===== config.mk =====
export PLATFORM = sky130hd
export DESIGN_NAME = stream_argmax
export DESIGN_NICKNAME = d
export VERILOG_FILES = /design/src/rtl/arith_stream_pkg.sv /design/src/rtl/CmpGE.sv /design/src/rtl/stream_argmax.sv
export SDC_FILE = /design/constraint.sdc
export NUM_CORES = 1
export LEC_CHECK = 0
export ABC_AREA = 1
export BUFFER_PORTS_ARGS = -buffer_cell sky130_fd_sc_hd__buf_2
export CELL_PAD_IN_SITES_DETAIL_PLACEMENT = 2
export CELL_PAD_IN_SITES_GLOBAL_PLACEMENT = 2
export CORE_ASPECT_RATIO = 2
export CORE_UTILIZATION = 29
export CTS_CLUSTER_DIAMETER = 80
export DETAILED_ROUTE_END_ITERATION = 10
export PLACE_DENSITY = 0.88
export SYNTH_ARGS = -nofsm -noshare
export SYNTH_HDL_FRONTEND = slang
export SYNTH_SLANG_ARGS = --single-unit

===== constraint.sdc =====
create_clock -name clk_i -period 1.7 [get_ports clk_i]
set_clock_uncertainty 0.1 [all_clocks]
set_input_delay 0.085 -clock clk_i [delete_from_list [all_inputs] [get_ports clk_i]]
set_output_delay 0.085 -clock clk_i [all_outputs]
set_load 0.005 [all_outputs]

===== src/rtl/arith_stream_pkg.sv =====
// Shared types and helpers for the arithmetic streaming blocks.
// Holds the argmax FSM state encoding and the frame index width rule.
package arith_stream_pkg;

    typedef enum logic {
        ACC = 1'b0,
        OUT = 1'b1
    } argmax_state_e;

    // Index width for a frame; a single-sample frame still needs one bit.
    function automatic int idx_width(input int frame_len);
        return (frame_len > 1) ? $clog2(frame_len) : 1;
    endfunction

endpackage


===== src/rtl/CmpGE.sv =====
// Unsigned A >= B comparator, evaluated as the carry out of A - B.
// Latency: combinational. Backpressure: none, pure function of A and B.
// speed selects the carry network: 0 ripple, 1 Brent-Kung, 2 Sklansky.
module CmpGE #(
    parameter int width = 8,
    parameter int speed = 1
) (
    input  logic [width-1:0] A,
    input  logic [width-1:0] B,
    output logic             GE
);

    localparam int N = width + 1;

    function automatic logic ge_calc(input logic [width-1:0] a, input logic [width-1:0] b);
        logic [N-1:0] g;
        logic [N-1:0] p;
        int           j;
        int           top;
        // Position 0 models the +1 carry-in of the two's complement subtract.
        g = {a & ~b, 1'b1};
        p = {~(a ^ b), 1'b0};
        if (speed == 0) begin
            for (int i = 1; i < N; i++) begin
                g[i] = g[i] | (p[i] & g[i-1]);
            end
        end else if (speed == 2) begin
            for (int l = 0; (1 << l) < N; l++) begin
                for (int i = 0; i < N; i++) begin
                    if (((i >> l) & 1) != 0) begin
                        j    = ((i >> l) << l) - 1;
                        g[i] = g[i] | (p[i] & g[j]);
                        p[i] = p[i] & p[j];
                    end
                end
            end
        end else begin
            for (int s = 1; s < N; s = s * 2) begin
                for (int i = 2 * s - 1; i < N; i += 2 * s) begin
                    g[i] = g[i] | (p[i] & g[i-s]);
                    p[i] = p[i] & p[i-s];
                end
            end
            top = 1;
            while (top * 2 < N) top = top * 2;
            for (int s = top; s >= 1; s = s / 2) begin
                for (int i = 3 * s - 1; i < N; i += 2 * s) begin
                    g[i] = g[i] | (p[i] & g[i-s]);
                    p[i] = p[i] & p[i-s];
                end
            end
        end
        return g[N-1];
    endfunction

    assign GE = ge_calc(A, B);

endmodule


===== src/rtl/stream_argmax.sv =====
// Per-frame argmax: maximum unsigned sample and index of its first occurrence.
// Latency: result valid the cycle after the last sample of a frame is accepted.
// Backpressure: in_ready_o stays low while a result waits on out_ready_i.
module stream_argmax
    import arith_stream_pkg::*;
#(
    parameter int  WIDTH     = 8,
    parameter int  SPEED     = 1,
    parameter int  FRAME_LEN = 16,
    localparam int IDX_W     = idx_width(FRAME_LEN)
) (
    input  logic             clk_i,
    input  logic             rst_i,
    input  logic             flush_i,
    input  logic             in_valid_i,
    output logic             in_ready_o,
    input  logic [WIDTH-1:0] in_data_i,
    output logic             out_valid_o,
    input  logic             out_ready_i,
    output logic [WIDTH-1:0] out_max_o,
    output logic [IDX_W-1:0] out_idx_o
);

    argmax_state_e    state;
    logic [IDX_W-1:0] cnt;
    logic [IDX_W-1:0] idx_q;
    logic [WIDTH-1:0] max_q;
    logic             ge;
    logic             in_fire;
    logic             last;

    CmpGE #(
        .width (WIDTH),
        .speed (SPEED)
    ) u_cmp (
        .A  (max_q),
        .B  (in_data_i),
        .GE (ge)
    );

    assign in_ready_o  = (state == ACC) && !flush_i && !rst_i;
    assign in_fire     = in_valid_i && in_ready_o;
    assign last        = (cnt == IDX_W'(FRAME_LEN - 1));
    assign out_valid_o = (state == OUT);
    assign out_max_o   = out_valid_o ? max_q : '0;
    assign out_idx_o   = out_valid_o ? idx_q : '0;

    always_ff @(posedge clk_i) begin
        if (rst_i) begin
            state <= ACC;
            cnt   <= '0;
            max_q <= '0;
            idx_q <= '0;
        end else if (flush_i) begin
            state <= ACC;
            cnt   <= '0;
        end else begin
            case (state)
                ACC: begin
                    if (in_fire) begin
                        // Strictly greater replaces, so ties keep the earlier index.
                        if (cnt == '0 || !ge) begin
                            max_q <= in_data_i;
                            idx_q <= cnt;
                        end
                        if (last) begin
                            cnt   <= '0;
                            state <= OUT;
                        end else begin
                            cnt <= cnt + 1'b1;
                        end
                    end
                end
                OUT: begin
                    if (out_ready_i) state <= ACC;
                end
                default: state <= ACC;
            endcase
        end
    end

endmodule


==> metrics.md, run 1 <==
| Metric | Value |
|---|---|
| Status | `finished, violations left` |
| Failing checks | `setup timing` |
| Tmin final | `1734 ps` |
| Nature of the critical path startpoint | `flop` |
| Final Max Slew Viols | `0` |
| CTS buffer count | `3` |
| Clock root buffer | `clkbuf_8` |
| Worst slew pin tran | `469.9 ps` |
| Synth warn | `0` |
| Total congestion overflow | `0` |
| Worst Setup SP | `max_q[2]` |
| Via count | `1209` |
| Crit Reg-Reg Startpoint | `max_q[2]` |
| Io pins | `27` |
| Share of layout cells above drive strength 1 | `49.27%` |
| CP max FO | `6` |
| Worst VDD drop | `335.4 uV` |
| Routed Wire Length | `4220 um` |
| Final setup violation count | `5` |
| Layout Cells excl Fill | `256` |
| CP required | `1750 ps` |
| Max Cap Viol | `0` |
| Syn avg cell area | `7.010 um^2` |
| Seq/Total Area, Yosys | `29.25%` |
| Antenna Cells | `0` |
| Setup slack, reg-to-reg | `-30 ps` |
| Htree depth | `1` |
| Core Rows | `32` |
| Vias in the first global route | `1349` |
| Routed len/inst | `16.48 um` |
| CTS tree | `done` |
| Clk buf depth | `2` |
| Setup_tns | `-63.14 ps` |
| Remaining DRCs | `0` |
| Clock latency on the worst-skew pair | `260 ps` |
| Port bufs | `26` |
| CP Capture Type | `flop` |
| FF-to-FF End | `idx_q[3]` |
| Die Ht | `91.58 um` |
| Setup slack at placement | `-135.0 ps` |
| Fill cell count | `460` |
| Die footprint | `0.004285 mm^2` |
| Final worst-path cycle share | `102.0%` |
| Largest net degree at the start of global routing | `26` |
| Leak | `0.8494 nW` |
| Final #Nets | `228` |
| First-pass GRT wire length | `6306 um` |
| Synth Instances | `166` |
| Clk sinks | `17` |
| Hold WS | `17.48 ps` |
| Max_slew headroom | `68.64%` |
| Synthesized Nets | `188` |
| Starting DRT DRC Count | `6` |
| Gr usage total | `20.58%` |
| CP Data Arrival Time | `1790 ps` |
| Antenna violations before repair | `0` |
| Die width | `46.79 um` |
| Synth Register Bits | `17` |
| RSZ-0062 raised after global routing | `yes` |
| Pwr dens | `573.9 mW/mm^2` |
| Pre-antenna DRT Iters | `2` |
| Area growth syn-to-layout | `46.45%` |
| HP Start | `flush_i` |
| DP Wirelength | `2388 um` |
| Worst setup margin | `-34.36 ps` |
| Fmax | `576.6 MHz` |
| Reg clk slew, reported paths | `70 ps` |
| Reg2reg path depth | `12` |
| Crit Path Class | `reg -> reg` |
| CP endpoint | `idx_q[3]` |
| DP Cell Count | `245` |
| Netlist cell types | `21` |
| Post-Synthesis Cell Area | `0.001164 mm^2` |
| Initial core utilization | `30.27%` |
| Vias per inst | `4.723` |
| Final Hold Vio Count | `0` |
| CORE AREA | `0.003844 mm^2` |
| Hold Crit Class | `in -> reg` |
| Antenna-violating nets left | `0` |
| GPL Wtd Cong | `0.7061` |
logic make-up (layout without fill, tap and decap cells):
family / after synthesis / after routing / share of synthesized area (%)
XOR/XNOR: 1 / 1 / 0.7528
buffers and inverters: 41 / 77 / 17.85
AO/OA/AOI/OAI: 19 / 19 / 9.140
flip-flops: 17 / 17 / 29.25
AND/OR/NAND/NOR: 79 / 82 / 33.33
adder cells (fa/ha/maj): 9 / 9 / 9.678
routing by layer:
| layer | routed length [um] | track usage, % |
|---|---|---|
| met2 | 2553 | 38.89 |
| met1 | 1436 | 21.20 |
| met5 | 0 | 0 |
| met4 | 142 | 6.905 |
| met3 | 88 | 2.187 |
cells in the mapped netlist:
| cell | instances | share of area, % |
|---|---|---|
| nor2_4 | 1 | 0.97 |
| inv_1 | 33 | 11 |
| nand3_2 | 8 | 6.9 |
| nand2_2 | 1 | 0.54 |
| a21oi_1 | 14 | 6.0 |
| o21ai_0 | 2 | 0.86 |
| nor3_2 | 1 | 0.86 |
| ha_1 | 9 | 9.7 |
| nor2_2 | 1 | 0.54 |
| xor2_1 | 1 | 0.75 |
| buf_8 | 1 | 1.3 |
| nor2_1 | 16 | 5.2 |
| inv_2 | 1 | 0.32 |
| buf_6 | 4 | 3.9 |
| nand2_4 | 2 | 1.9 |
| nand3_1 | 6 | 2.6 |
| nand2_1 | 43 | 14 |
| dfxtp_1 | 17 | 29 |
| clkbuf_1 | 1 | 0.32 |
| a21oi_2 | 3 | 2.3 |
| clkinv_8 | 1 | 1.4 |
sequential cells by signal (all words and copies together) (netlist names):
signal and cells:
max_q 8, cnt 4, idx_q 4, out_valid_o 1
placed cells by master (no fill, tap or decap):
cell,netlist,layout
a21oi_1,14,3
a21oi_2,3,12
a21oi_4,0,2
buf_2,0,26
buf_4,0,11
clkbuf_8,0,3
clkinv_2,0,1
clkinv_8,1,1
dfxtp_1,17,11
dfxtp_2,0,6
dlygate4sd3_1,0,1
ha_1,9,3
ha_4,0,6
inv_1,33,32
inv_2,1,2
nand2_1,43,35
nand2_2,1,8
nand2_4,2,1
nand2_8,0,5
nand3_1,6,3
nand3_2,8,10
nand3_4,0,1
nor2_1,16,13
nor2_2,1,4
nor2_4,1,1
nor3_2,1,1
o21ai_0,2,2
xor2_1,1,1
final cells by class:
class                           count  area [um^2]  share of cell area [%]
Multi-Input combinational cell    111        879.6                   51.62
Inverter                           35        143.9                   8.443
Timing Repair Buffer               38        222.7                   13.07
Clock buffer                        3        41.29                   2.423
Tap cell                           51        63.81                   3.745
Clock inverter                      1        5.005                  0.2937
Sequential cell                    17        347.8                   20.41
power breakdown:
part	leakage (nW)	internal [mW]	switching (mW)
combinational	0.683	0.0940	0.129
sequential	0.141	0.415	0.0162
clock	0.0255	0.163	0.160
total	0.849	0.673	0.305
worst max-delay path: stages (launching register included):
cell and delay [ps]:
dfxtp_2 340, ha_4 270, nand2_2 50, inv_2 40
nand2_2 30, nand2_1 60, nand2_1 60, nand2_1 70
nand2_2 90, nand2_8 150, nand2_8 100, a21oi_4 170
nor2_1 70
worst min-delay path by stage:
stage                             end  slack (ps)  cells past startpoint
after floorplan                cnt[2]         140                      3
after global placement    out_valid_o         250                      4
after detailed placement  out_valid_o         250                      4
after CTS                 out_valid_o          20                      4
after global routing      out_valid_o          20                      4
final                     out_valid_o          20                      4
stage by stage:
stage	instance area [um^2]	power, mW	utilization, %
5_1_grt	1704	1.023	44.34
3_3_place_gp	1354	0.5694	35.22
4_1_cts	1584	0.9393	41.21
3_5_place_dp	1354	0.5790	35.22
6_report	1704	0.9780	44.34
2_1_floorplan	1164	0.5296	-
timing repair:
| action | CTS | global route |
|---|---|---|
| pin swaps | 8 | 17 |
| endpoints found under the hold margin | 1 | 0 |
| setup buffers | 1 | 2 |
| endpoints found under the setup margin | 12 | 12 |
| hold buffers | 1 | 0 |
| cloned | 3 | 0 |
| resized for setup | 25 | 22 |
Power figures use the tool's default switching activity.
==> run 2: changes to the inputs <==
- CORE_ASPECT_RATIO: 2 -> 1.2
==> run 2 against run 1 <==
Net effect: the run ends with hold timing, setup timing left; setup slack worse by 45 ps; hold slack worse by 20 ps; combinational power is 4% lower; via count is 2.0% lower; core utilization is 0.086 points higher; flip-flop and latch count stayed put; wire length is 0.71% higher; sequential power hardly changed; critical path depth is 1 lower; count of clock-buffer cells in the layout is 1 higher; sequential share of layout area is 0.69 points higher; critical path type unchanged; largest power group unchanged.
==> metrics.md, run 2 (synthesized netlist as in run 1, its figures left out) <==
| Metric | Value |
|---|---|
| Status | `finished, violations left` |
| Failing checks | `hold timing, setup timing` |
| Antenna violations before repair | `0 (unchanged)` |
| Largest net degree at the start of global routing | `26 (unchanged)` |
| Final Max Slew Viols | `0 (unchanged)` |
| CTS buffer count | `3 (unchanged)` |
| DP Cell Count | `244 (-0.41%)` |
| Share of layout cells above drive strength 1 | `45.77% (-3.5 points)` |
| Pwr dens | `579.5 mW/mm^2 (+0.98%)` |
| Post-route cell area | `0.001654 mm^2 (-2.9%)` |
| Final worst-path cycle share | `104.6% (+2.6 points)` |
| Hold WS | `-2.806 ps (-20.29 ps)` |
| Die footprint | `0.004271 mm^2 (-0.33%)` |
| Area growth syn-to-layout | `42.15%` |
| CP Capture Type | `flop` |
| Initial core utilization | `31.25% (+0.98 points)` |
| CP max FO | `6 (unchanged)` |
| Max_slew headroom | `67.24% (-1.4 points)` |
| Final Hold Vio Count | `1 (+1)` |
| Clock root buffer | `clkbuf_8` |
| Max Cap Viol | `0 (unchanged)` |
| Die Ht | `71.39 um (-22%)` |
| Gr usage total | `19.88% (-0.69 points)` |
| Crit Reg-Reg Startpoint | `max_q[4]` |
| Tmin final | `1779 ps (+44.59 ps)` |
| Vias per inst | `4.684 (-0.82%)` |
| Clk buf depth | `2 (unchanged)` |
| Port bufs | `26 (unchanged)` |
| Reg clk slew, reported paths | `70 ps (about the same)` |
| Starting DRT DRC Count | `20 (+14)` |
| CORE AREA | `0.003724 mm^2 (-3.1%)` |
| Final #Nets | `224 (-1.8%)` |
| Via count | `1185 (-2.0%)` |
| Die width | `59.83 um (+28%)` |
| Largest registers | `max_q: 8 flops, cnt: 4 flops, idx_q: 4 flops` |
| CP required | `1750 ps (about the same)` |
| Total congestion overflow | `0 (unchanged)` |
| DP Wirelength | `2429 um (+1.7%)` |
| First-pass GRT wire length | `6348 um (+0.67%)` |
| Worst setup margin | `-78.95 ps (-44.59 ps)` |
| Hold Crit Class | `in -> reg` |
| Worst Setup SP | `max_q[4]` |
| Htree depth | `1 (unchanged)` |
| Final setup violation count | `12 (+7)` |
| Fmax | `562.1 MHz (-2.5%)` |
| Worst slew pin tran | `490.9 ps (+20.98 ps)` |
| Worst VDD drop | `328.0 uV (-2.2%)` |
| Routed len/inst | `16.80 um (+1.9%)` |
| Pre-antenna DRT Iters | `4 (+2)` |
| Nature of the critical path startpoint | `flop` |
| Routed Wire Length | `4250 um (+0.71%)` |
| Largest Register | `max_q` |
| Placed Instance Area | `0.001340 mm^2 (-1.0%)` |
| Antenna-violating nets left | `0 (unchanged)` |
| Antenna Cells | `0 (unchanged)` |
| Clk sinks | `17 (unchanged)` |
| Io pins | `27 (unchanged)` |
| Core Rows | `24 (-25%)` |
| Fill cell count | `455 (-1.1%)` |
| Remaining DRCs | `0 (unchanged)` |
| Most common cell after layout, fill and taps aside | `nand2_1` |
| Most frequent cells in the layout | `36 x nand2_1, 32 x inv_1, 26 x buf_2` |
| CP Data Arrival Time | `1830 ps (+40 ps)` |
| Crit Path Class | `reg -> reg` |
| Clock latency on the worst-skew pair | `250 ps (about the same)` |
| Max reg flops | `8 (unchanged)` |
| CTS tree | `done` |
| Leak | `0.8271 nW (-2.6%)` |
| HP Start | `flush_i` |
| RSZ-0062 raised after global routing | `yes` |
| GPL Wtd Cong | `0.7487 (+6.0%)` |
| Vias in the first global route | `1331 (-1.3%)` |
| Layout Cells excl Fill | `253 (-1.2%)` |
run 2: cell count changes in the layout (fill, tap and decap cells not counted), sizes merged:
cell    delta
buf        -4
clkbuf     +1
clkinv     -1
run 2: final cells by class:
type                    instances  area, um^2  share of cell area, %
well taps                      52       65.06                  3.933
clock buffers                   4       45.04                  2.723
multi-input cells             111       858.3                  51.89
repair buffers                 34       192.7                  11.65
flip-flops and latches         17       349.1                  21.10
inverters                      35       143.9                  8.699
run 2: through the flow:
stage | util, % | setup slack (ps) | setup TNS [ps] | power (mW)
floorplan | - | 137.1 | 0 | 0.5296
detailed placement | 35.99 | -166.9 | -1663 | 0.5757
global route | 44.42 | -158.1 | -1512 | 1.013
CTS | 40.42 | -4.711 | -11.15 | 0.9217
global placement | 35.99 | -46.62 | -319.0 | 0.5620
finish | 44.42 | -78.95 | -430.3 | 0.9586
run 2: what timing repair did:
item	in CTS	in global routing
gates cloned	3	0
resized for setup	14	30
setup buffers	0	1
endpoints found under the setup margin	12	12
hold buffers	1	0
pin swaps	4	11
endpoints found under the hold margin	1	0
run 2: critical path, stage by stage (launching register included):
cell     delay [ps]
dfxtp_4         350
ha_4            220
nand2_1          80
nand2_1          80
a21oi_2         140
nand2_1          80
nand2_2         120
nand2_8         120
nand2_8         120
nand3_2          90
nand2_1         100
nor2_1           70
run 2: report_power, final:
part | leakage (nW) | internal, mW | switching [mW] | total (mW)
sequential | 0.141 | 0.414 | 0.0150 | 0.429
combinational | 0.663 | 0.0868 | 0.126 | 0.213
clock | 0.0228 | 0.167 | 0.150 | 0.316
total | 0.827 | 0.668 | 0.291 | 0.959
run 2: metal layers:
layer / vias to the layer above / GRT usage [%] / wire [um]
li1: 577 / - / -
met1: 582 / 22.17 / 1632
met2: 19 / 38.02 / 2488
met3: 7 / 2.527 / 72
met4: 0 / 5.426 / 57
met5: - / 0 / 0
run 2: worst paths after layout:
path              cells past startpoint  slack (ps)  endpoint
setup / recovery                     11         -80  max_q[3]
hold / removal                        4          -3    cnt[2]
setup reg to reg                     11         -80  max_q[3]
hold reg to reg                       2         400  idx_q[3]
==> run 3: changes to the inputs <==
- ABC_AREA: 1 -> default
- CORE_UTILIZATION: 29 -> 32
- MAX_ROUTING_LAYER: default -> met4
==> run 3 against run 2 <==
Net effect: synthesized area up 32%; sequential power down 1%; via count is 39% higher; clock power rose by 9.8%; hold slack better by 180 ps; wire length rose by 43%; flip-flop and latch count stayed put; highest routed layer unchanged; power rose by 9.9%; non-clock buffer count is 19 higher; the flow finishes with violations (setup timing); setup slack lost 170 ps; register-to-register slack worse by 170 ps.
==> metrics.md, run 3 <==
| Metric | Value |
|---|---|
| Clock latency on the worst-skew pair | `270 ps (+20 ps)` |
| Slowest CP cell | `or3b_4` |
| Clk sinks | `17 (unchanged)` |
| Via count | `1645 (+39%)` |
| Post-route cell area | `0.002061 mm^2 (+25%)` |
| Seq/Total Area, Yosys | `22.19% (-7.1 points)` |
| Area growth syn-to-layout | `34.34%` |
| Hold WS | `173.5 ps (+176.3 ps)` |
| Core Rows | `27 (+13%)` |
| Max Cap Viol | `0 (unchanged)` |
| Share of layout cells above drive strength 1 | `37.66% (-8.1 points)` |
| Synth cell count leaders | `17 x dfxtp_1, 17 x nand2_1, 14 x a21oi_1, 14 x nor2b_1, 14 x o211ai_1` |
| Clk buf depth | `2 (unchanged)` |
| Die Ht | `77.85 um (+9.0%)` |
| Most common cell after layout, fill and taps aside | `buf_2` |
| CORE AREA | `0.004594 mm^2 (+23%)` |
| Pre-antenna DRT Iters | `4 (unchanged)` |
| Antenna Cells | `0 (unchanged)` |
| Post-synth top flop | `dfxtp_1` |
| Top cells by area, synth | `dfxtp_1 22%, mux2i_1 7.8%, ha_1 7.3%` |
| Nature of the critical path startpoint | `flop` |
| Placed Instance Area | `0.001823 mm^2 (+36%)` |
| Reg clk slew, reported paths | `90 ps (+20 ps)` |
| Final Max Slew Viols | `0 (unchanged)` |
| Crit-path leading delay family | `simple AND/OR/NAND/NOR gates` |
| Yosys top cell by area | `dfxtp_1` |
| Hold Crit Class | `in -> reg` |
| Starting DRT DRC Count | `45 (+130%)` |
| CTS buffer count | `3 (unchanged)` |
| Failing checks | `setup timing` |
| CTS tree | `done` |
| Gr usage total | `24.36% (+4.5 points)` |
| Die width | `65.21 um (+9.0%)` |
| Synth warn | `0 (unchanged)` |
| DP Wirelength | `3756 um (+55%)` |
| Final setup violation count | `13 (+1)` |
| Synth Register Bits | `17 (unchanged)` |
| Synthesized Nets | `215 (+14%)` |
| Asr flop ratio synth | `0% (unchanged)` |
| CP Capture Type | `flop` |
| CP Cell Sequence | `inv_2 > ha_4 > or3b_4 > a21oi_4 > buf_4 > buf_6 > mux2i_1 > o211ai_2` |
| Post-Synthesis Cell Area | `0.001534 mm^2 (+32%)` |
| Htree depth | `1 (unchanged)` |
| Netlist cell types | `32 (+52%)` |
| Vias in the first global route | `1770 (+33%)` |
| Io pins | `27 (unchanged)` |
| Largest net degree at the start of global routing | `29 (+12%)` |
| Die footprint | `0.005076 mm^2 (+19%)` |
| Post-synth top area share | `22.19% (-7.1 points)` |
| Fmax | `512.8 MHz (-8.8%)` |
| Fill cell count | `538 (+18%)` |
| Vias per inst | `5.692 (+22%)` |
| Max_slew headroom | `66.50% (-0.74 points)` |
| Remaining DRCs | `0 (unchanged)` |
| Largest Register | `max_q` |
| Antenna violations before repair | `0 (unchanged)` |
| Total congestion overflow | `0 (unchanged)` |
| Worst slew pin tran | `502.6 ps (+11.71 ps)` |
| Initial core utilization | `33.39% (+2.1 points)` |
| Setup slack at placement | `-216.2 ps (-49.26 ps)` |
| CP max FO | `4 (-2)` |
| Leak | `0.8487 nW (+2.6%)` |
| Pwr dens | `511.2 mW/mm^2 (-12%)` |
| Max reg flops | `8 (unchanged)` |
| GPL Wtd Cong | `0.7413 (-0.99%)` |
| Port bufs | `26 (unchanged)` |
| Most frequent cells in the layout | `26 x buf_2, 19 x buf_4, 17 x nand2_1` |
| RSZ-0062 raised after global routing | `yes` |
| Final Hold Vio Count | `0 (-1)` |
| CP Data Arrival Time | `1990 ps (+160 ps)` |
| Setup_tns | `-2080 ps (-1650 ps)` |
| Worst Path Buf+Inv | `3 (+3)` |
| Antenna-violating nets left | `0 (unchanged)` |
| CP required | `1740 ps (about the same)` |
| Status | `finished, violations left` |
| Final #Nets | `254 (+13%)` |
| Max stage delay on crit path | `410 ps (+60 ps)` |
| Syn avg cell area | `7.948 um^2 (+13%)` |
| Worst setup margin | `-250.2 ps (-171.2 ps)` |
| Routed len/inst | `21.09 um (+26%)` |
| Tmin final | `1950 ps (+171.2 ps)` |
| First-pass GRT wire length | `9204 um (+45%)` |
| Largest registers | `max_q: 8 flops, cnt: 4 flops, idx_q: 4 flops` |
| Synth Instances | `193 (+16%)` |
| Routed Wire Length | `6095 um (+43%)` |
| Final worst-path cycle share | `114.7% (+10 points)` |
| Crit Path Class | `reg -> reg` |
| Post-synth EDFFs | `0 (unchanged)` |
| Worst VDD drop | `244.6 uV (-25%)` |
| Clock root buffer | `clkbuf_8` |
==> run 3: cell types whose count changed after synthesis, sizes merged, moves of 13 or more <==
cell    change
and2       +13
inv        -25
nand2      -29
nand3      -13
nor2       -13
nor2b      +14
o211ai     +22
==> run 3: layer usage <==
layer	routed length, um	global-route usage, %	share of wire [%]	up-vias
met5	0	-	0	-
met1	2509	26.93	41	825
met4	244	9.565	4.0	0
li1	-	-	-	762
met3	140	1.765	2.3	19
met2	3200	44.23	53	39
==> run 3: per-stage QoR <==
| step | total power [mW] | util [%] | cells |
|---|---|---|---|
| final | 1.053 | 44.85 | 289 |
| after global routing | 1.092 | 44.85 | 289 |
| after CTS | 1.010 | 42.08 | 285 |
| after detailed placement | 0.6775 | 39.68 | 279 |
| after global placement | 0.6614 | 39.68 | 279 |
| after floorplan | 0.5800 | - | 193 |
==> run 3: logic make-up (layout without fill, tap and decap cells) <==
kind of cell	count (synthesis)	count (layout)	synth area share (%)
AO/OA/AOI/OAI	56	56	28.55
AND/OR/NAND/NOR	70	70	25.61
multiplexers	12	12	7.831
XOR/XNOR	1	1	0.5711
flip-flops	17	17	22.19
adder cells (fa/ha/maj)	9	9	7.341
buffers and inverters	28	66	7.911
==> run 3: final timing paths <==
| check | slack [ps] | endpoint | start | depth (start not counted) |
|---|---|---|---|---|
| max | -250 | max_q[5] | cnt[1] | 8 |
| max reg2reg | -250 | max_q[5] | cnt[1] | 8 |
| min reg2reg | 540 | idx_q[0] | idx_q[0] | 3 |
| min | 170 | cnt[1] | flush_i | 5 |
==> run 3: worst min-delay path, stage by stage <==
cell and delay, ps:
buf_2 110, nor4b_1 50, buf_4 150, nand2_1 60, o31ai_1 50
==> run 3: power by group <==
group | internal, mW | switching, mW
Sequential | 0.412 | 0.0109
Clock | 0.164 | 0.183
Combinational | 0.119 | 0.165
==> run 3: layout make-up <==
type	instances	area, um^2	share of cell area, %
clock inverter	1	5.005	0.2429
multi-input combinational	148	1167	56.65
timing repair buffer	53	396.6	19.25
inverter	9	33.78	1.639
sequential	17	344.1	16.70
clock buffer	3	41.29	2.004
tap	58	72.57	3.522
==> run 3: timing repair <==
item	CTS	global route
endpoints found under the hold margin	1	0
pin swaps	0	4
resized for setup	13	17
hold buffers	1	0
endpoints found under the setup margin	14	14
buffers inserted	1	3
gates cloned	0	1
